### src/rtl/breathing_led_pwm_if.sv
// Signal bundle between the breathing-LED PWM block and its surroundings:
// slow clock and enable in; PWM, duty, tick and phase out.
interface breathing_led_pwm_if #(
    parameter int PWM_W = 8
);
    logic             slow_clk;
    logic             enable;
    logic             pwm_out;
    logic [PWM_W-1:0] duty;
    logic             tick_out;
    logic [2:0]       phase;

    modport master (
        output slow_clk, enable,
        input  pwm_out, duty, tick_out, phase
    );

    modport slave (
        input  slow_clk, enable,
        output pwm_out, duty, tick_out, phase
    );
endinterface

### src/rtl/breathing_led_pwm.sv
// Breathing LED: synchronises a slow clock into ticks that step a duty ramp
// feeding a glitch-free PWM. Define BREATH_BOTH_EDGES_EN to tick on both slow_clk edges.
module breathing_led_pwm #(
    parameter int PWM_W      = 8,
    parameter int STEP       = 1,
    parameter int HOLD_TICKS = 4
) (
    input  logic                clk_in,
    input  logic                reset_n,
    breathing_led_pwm_if.slave  bus
);

    typedef enum logic [2:0] {
        IDLE    = 3'd0,
        UP      = 3'd1,
        HOLD_HI = 3'd2,
        DOWN    = 3'd3,
        HOLD_LO = 3'd4
    } phase_e;

    localparam int               HOLD_W    = $clog2(HOLD_TICKS + 1);
    localparam logic [PWM_W-1:0] DUTY_MAX  = '1;
    localparam logic [PWM_W:0]   STEP_X    = (PWM_W + 1)'(STEP);
    localparam logic [HOLD_W-1:0] HOLD_LAST = HOLD_W'(HOLD_TICKS - 1);

    logic             s1_q, s2_q, s3_q;
    logic             tick;
    logic [PWM_W-1:0] pwm_cnt_q;
    logic [PWM_W-1:0] duty_active_q;
    logic             pwm_out_q;
    phase_e           state_q, state_d;
    logic [PWM_W-1:0] duty_target_q, duty_target_d;
    logic [HOLD_W-1:0] hold_cnt_q, hold_cnt_d;
    logic [PWM_W:0]   sum_x, diff_x;

    // NOTE: sequential state uses non-blocking assignments so every flop samples pre-edge values.
    always_ff @(posedge clk_in or negedge reset_n) begin
        if (!reset_n) begin
            s1_q <= 1'b0;
            s2_q <= 1'b0;
            s3_q <= 1'b0;
        end else begin
            s1_q <= bus.slow_clk;
            s2_q <= s1_q;
            s3_q <= s2_q;
        end
    end

`ifdef BREATH_BOTH_EDGES_EN
    assign tick = s2_q ^ s3_q;
`else
    assign tick = s2_q & ~s3_q;
`endif

    // duty_active only reloads on the last count so each period is drawn with one duty.
    always_ff @(posedge clk_in or negedge reset_n) begin
        if (!reset_n) begin
            pwm_cnt_q     <= '0;
            duty_active_q <= '0;
            pwm_out_q     <= 1'b0;
        end else begin
            pwm_cnt_q <= pwm_cnt_q + PWM_W'(1);
            pwm_out_q <= (pwm_cnt_q < duty_active_q);
            if (pwm_cnt_q == DUTY_MAX) begin
                duty_active_q <= duty_target_q;
            end
        end
    end

    always_ff @(posedge clk_in or negedge reset_n) begin
        if (!reset_n) begin
            state_q       <= IDLE;
            duty_target_q <= '0;
            hold_cnt_q    <= '0;
        end else begin
            state_q       <= state_d;
            duty_target_q <= duty_target_d;
            hold_cnt_q    <= hold_cnt_d;
        end
    end

    // One extra bit catches overflow past MAX and borrow below zero.
    assign sum_x  = {1'b0, duty_target_q} + STEP_X;
    assign diff_x = {1'b0, duty_target_q} - STEP_X;

    // NOTE: every combinational output gets a default first so no latch is inferred.
    always_comb begin
        state_d       = state_q;
        duty_target_d = duty_target_q;
        hold_cnt_d    = hold_cnt_q;
        if (tick) begin
            if (!bus.enable) begin
                state_d       = IDLE;
                duty_target_d = '0;
                hold_cnt_d    = '0;
            end else begin
                case (state_q)
                    IDLE: state_d = UP;
                    UP: begin
                        if (sum_x >= {1'b0, DUTY_MAX}) begin
                            duty_target_d = DUTY_MAX;
                            state_d       = HOLD_HI;
                            hold_cnt_d    = '0;
                        end else begin
                            duty_target_d = sum_x[PWM_W-1:0];
                        end
                    end
                    HOLD_HI: begin
                        if (hold_cnt_q == HOLD_LAST) begin
                            state_d    = DOWN;
                            hold_cnt_d = '0;
                        end else begin
                            hold_cnt_d = hold_cnt_q + HOLD_W'(1);
                        end
                    end
                    DOWN: begin
                        if (diff_x[PWM_W] || (diff_x == '0)) begin
                            duty_target_d = '0;
                            state_d       = HOLD_LO;
                            hold_cnt_d    = '0;
                        end else begin
                            duty_target_d = diff_x[PWM_W-1:0];
                        end
                    end
                    HOLD_LO: begin
                        if (hold_cnt_q == HOLD_LAST) begin
                            state_d    = UP;
                            hold_cnt_d = '0;
                        end else begin
                            hold_cnt_d = hold_cnt_q + HOLD_W'(1);
                        end
                    end
                    default: begin
                        state_d       = IDLE;
                        duty_target_d = '0;
                        hold_cnt_d    = '0;
                    end
                endcase
            end
        end
    end

    assign bus.pwm_out  = pwm_out_q;
    assign bus.duty     = duty_active_q;
    assign bus.tick_out = tick;
    assign bus.phase    = state_q;

endmodule
### src/flat_wrapper.sv
// flat-port wrapper written by rule: the top's interface ports become plain ports
module breathing_led_pwm_flat 
#(
    parameter int PWM_W      = 8,
    parameter int STEP       = 1,
    parameter int HOLD_TICKS = 4
)
  (clk_in, reset_n, bus_slow_clk, bus_enable, bus_pwm_out, bus_duty, bus_tick_out, bus_phase);
  breathing_led_pwm_if #(.PWM_W(PWM_W)) bus_i ();
  input  logic clk_in;
  input  logic reset_n;
  input wire logic [$bits(bus_i.slow_clk)-1:0] bus_slow_clk;
  input wire logic [$bits(bus_i.enable)-1:0] bus_enable;
  output wire logic [$bits(bus_i.pwm_out)-1:0] bus_pwm_out;
  output wire logic [$bits(bus_i.duty)-1:0] bus_duty;
  output wire logic [$bits(bus_i.tick_out)-1:0] bus_tick_out;
  output wire logic [$bits(bus_i.phase)-1:0] bus_phase;
  assign bus_i.slow_clk = bus_slow_clk;
  assign bus_i.enable = bus_enable;
  assign bus_pwm_out = bus_i.pwm_out;
  assign bus_duty = bus_i.duty;
  assign bus_tick_out = bus_i.tick_out;
  assign bus_phase = bus_i.phase;
  breathing_led_pwm #(.PWM_W(PWM_W), .STEP(STEP), .HOLD_TICKS(HOLD_TICKS)) u_core (.clk_in(clk_in), .reset_n(reset_n), .bus(bus_i));
endmodule
### config.mk
export PLATFORM = sky130hd
export DESIGN_NAME = breathing_led_pwm_flat
export DESIGN_NICKNAME = d
export VERILOG_FILES = /design/src/rtl/breathing_led_pwm_if.sv /design/src/rtl/breathing_led_pwm.sv /design/src/flat_wrapper.sv
export SDC_FILE = /design/constraint.sdc
export NUM_CORES = 1
export LEC_CHECK = 0
export ABC_AREA = 1
export BUFFER_PORTS_ARGS = -buffer_cell sky130_fd_sc_hd__buf_4
export CORE_ASPECT_RATIO = 0.9
export CORE_MARGIN = 3
export CORE_UTILIZATION = 50
export DETAILED_ROUTE_END_ITERATION = 7
export PLACE_DENSITY = 0.68
export SYNTH_ARGS = -nofsm -noshare
export SYNTH_HDL_FRONTEND = slang
export SYNTH_SLANG_ARGS = --single-unit
### constraint.sdc
create_clock -name clk_in -period 4.4 [get_ports clk_in]
set_input_delay 0.22 -clock clk_in [delete_from_list [all_inputs] [get_ports clk_in]]
set_output_delay 0.22 -clock clk_in [all_outputs]
set_load 0.005 [all_outputs]
==> results_dict.tcl <==
set metrics [dict create \
    cts_buffer_depth 2 \
    synth_cell_types 27 \
    syn_inst 294 \
    netlist_area_sq_um 2270 \
    syn_nets 311 \
    die_area_sq_um 5380 \
    port_buffers 16 \
    dp_cells 367 \
    crit_arrival_ns 2.21 \
    fillers 382 \
    first_global_vias 1764 \
    worst_ep_required_time_ns 4.58 \
    grt_pass1_wl_um 8510 \
    synth_seq_area_share_pct 37.5 \
    period_share_pct 46.2 \
    postCtsResizedCells 0 \
    peakVddDrop_mv 0.194 \
    area_growth_pct 14.0 \
    path_max_fanout 8 \
    dr.pass1.iters 4 \
    cts_sinks 34 \
    final_nets 332 \
    track_usage_pct 19.8 \
    cts_root_buf "clkbuf_8" \
    rsz0062_at_grt "no" \
    multi_input_area_sq_um 1240 \
    antenna_left 0 \
    clkTransAtPathRegs_ns 0.08 \
    ys_warn_count 0 \
    fmax_mhz 492 \
    wl_per_cell_um 13.0 \
    vias 1922 \
    place_congestion 0.902 \
    setup_tns_ns 0 \
    die_w_um 77.0 \
    power.density_nw_per_um2 390 \
    initial_core_util_pct 53.8 \
    layout_commonest_cell "nand2_1" \
    skew_ns 0.00857 \
    critPathKind "flip-flop to flip-flop" \
    final_layout_size_suffix_gt1_share_pct 16.8 \
    end_kind "flip-flop" \
    outcome "complete, no violations" \
    worst_skew_pair.late_latency_ns 0.29 \
    hpwl_um 3660 \
    yosys-top-cells-area "dfrtp_1 (38%), nand2_1 (15%), ha_1 (7.2%)" \
    grt_max_degree 35 \
    min_path_type "primary input to flip-flop" \
    numCtsBuffers 5 \
    die_h_um 69.9 \
    maxCapViolCount 0 \
    rows 22 \
    worstRegToRegCells 10 \
    globalRouteOverflowTotal 0 \
    seq_area_sq_um 851 \
    drv_slew 0 \
    avgViaCountPerCell 5.11 \
    fin_crit_ns 2.03 \
    core_area_sq_um 4210 \
    drtIter0Drc 153 \
    synth-seq-cells 34 \
    wirelength_um 4900 \
    power_leakage_nw 1.26 \
    mostFrequentLayoutCells "nand2_1 (90), inv_1 (36), dfrtp_1 (34), nand3_1 (18), nand4_1 (18)" \
    setup_viol_count_final 0 \
    final_cells 376 \
    synth.top_cell.area_share_pct 37.5 \
    insertedDiodeCount 0 \
    start_kind "flip-flop" \
    worst_slew_pin_slew_ns 0.640 \
    antenna_found_initial 0 \
    syn_area_per_cell_sq_um 7.71 \
    final-hold-violation-count 0 \
    drc_errors 0 \
    hold_path_depth 1 \
    slew_headroom_pct 56.9 \
    cts_tree "done" \
    h-tree-depth 2 \
    yosysTopAreaCell "dfrtp_1" \
    ios 17 \
]
==> worst max-delay path, cell delays in order (launching register included) <==
cell and delay, ns:
dfrtp_1 0.51, inv_1 0.14, ha_1 0.25, xnor2_1 0.20, nand3_1 0.12, nor2_2 0.18
nand3_4 0.15, nand3_4 0.13, nand3_2 0.11, nand2_1 0.07, nand2_1 0.05
==> state kept, by name, summed over array words and instances, names as in the netlist <==
| signal | cells |
|---|---|
| u_core.duty_target_q | 8 |
| u_core.s1_q | 1 |
| u_core.hold_cnt_q | 3 |
| u_core.s3_q | 1 |
| u_core.bus.phase | 3 |
| u_core.pwm_cnt_q | 8 |
| u_core.bus.pwm_out | 1 |
| u_core.s2_q | 1 |
| u_core.bus.duty | 8 |
==> timing repair <==
| item | 4_1_cts | 5_1_grt |
|---|---|---|
| setup buffers | 0 | 0 |
| hold buffers | 1 | 0 |
| hold endpoints to repair | 34 | 0 |
==> kinds of logic (layout without fill, tap and decap cells) <==
| logic type | Yosys count | count (layout) | synth area share, % |
|---|---|---|---|
| flip-flops | 34 | 34 | 37.5 |
| AND/OR/NAND/NOR | 171 | 171 | 38.7 |
| buffers and inverters | 42 | 64 | 7.62 |
| AO/OA/AOI/OAI | 26 | 26 | 5.85 |
| XOR/XNOR | 8 | 8 | 3.09 |
| adder cells (fa/ha/maj) | 13 | 13 | 7.17 |
==> cell usage after synthesis, drive strengths merged <==
cell	instances
a21oi	7
and2	1
buf	2
clkbuf	1
dfrtp	34
ha	13
inv	39
nand2	97
nand3	24
nand3b	1
nand4	18
nor2	26
nor3	3
nor4	1
o211ai	1
o21ai	18
xnor2	2
xor2	6
==> area by class of cell <==
class,count,area share [%]
inverter,39,5.67
sequential,34,32.9
tap,60,2.91
clock inverter,3,2.66
timing repair buffer,17,5.04
clock buffer,5,2.66
multi-input combinational,218,48.1
==> path summary, 6_finish.rpt <==
check	start	endpoint	slack, ns
worst max-delay path	u_core.duty_target_q[1]$_DFFE_PN0P_	u_core.hold_cnt_q[2]$_DFFE_PN0P_	2.37
worst min-delay path	bus_slow_clk	u_core.s1_q$_DFF_PN0_	0.04
worst max register to register	u_core.duty_target_q[1]$_DFFE_PN0P_	u_core.hold_cnt_q[2]$_DFFE_PN0P_	2.37
worst min register to register	u_core.s1_q$_DFF_PN0_	u_core.s2_q$_DFF_PN0_	0.36
max in group asynchronous	reset_n	u_core.bus.duty[2]$_DFFE_PN0N_	3.69
min in group asynchronous	reset_n	u_core.bus.duty[3]$_DFFE_PN0N_	0.41
==> metrics by stage <==
step | power [mW] | setup WS, ns | hold slack [ns] | util (%) | area (sq um)
3_3_place_gp | 0.653 | 2.52 | 0.196 | 57.8 | 2440
2_1_floorplan | 0.580 | 2.65 | -0.0756 | - | 2270
3_5_place_dp | 0.653 | 2.42 | 0.197 | 57.8 | 2440
6_report | 1.01 | 2.37 | 0.0356 | 61.3 | 2580
4_1_cts | 1.01 | 2.39 | 0.0287 | 61.3 | 2580
5_1_grt | 1.07 | 2.22 | 0.0196 | 61.3 | 2580
==> where the power goes <==
group | total, mW | leakage [nW] | internal (mW) | switching, mW
clock network | 0.354 | 0.0683 | 0.227 | 0.127
logic | 0.288 | 0.740 | 0.0966 | 0.191
registers | 0.366 | 0.451 | 0.331 | 0.0343
total | 1.01 | 1.26 | 0.655 | 0.352
==> layer usage <==
metal / track usage [%] / wire (um) / up-vias
li1: - / - / 994
met1: 29.7 / 2450 / 876
met2: 29.1 / 2100 / 48
met3: 4.38 / 307 / 4
met4: 4.15 / 38 / 0
met5: 0 / 0 / -
Power figures use the tool's default switching activity.
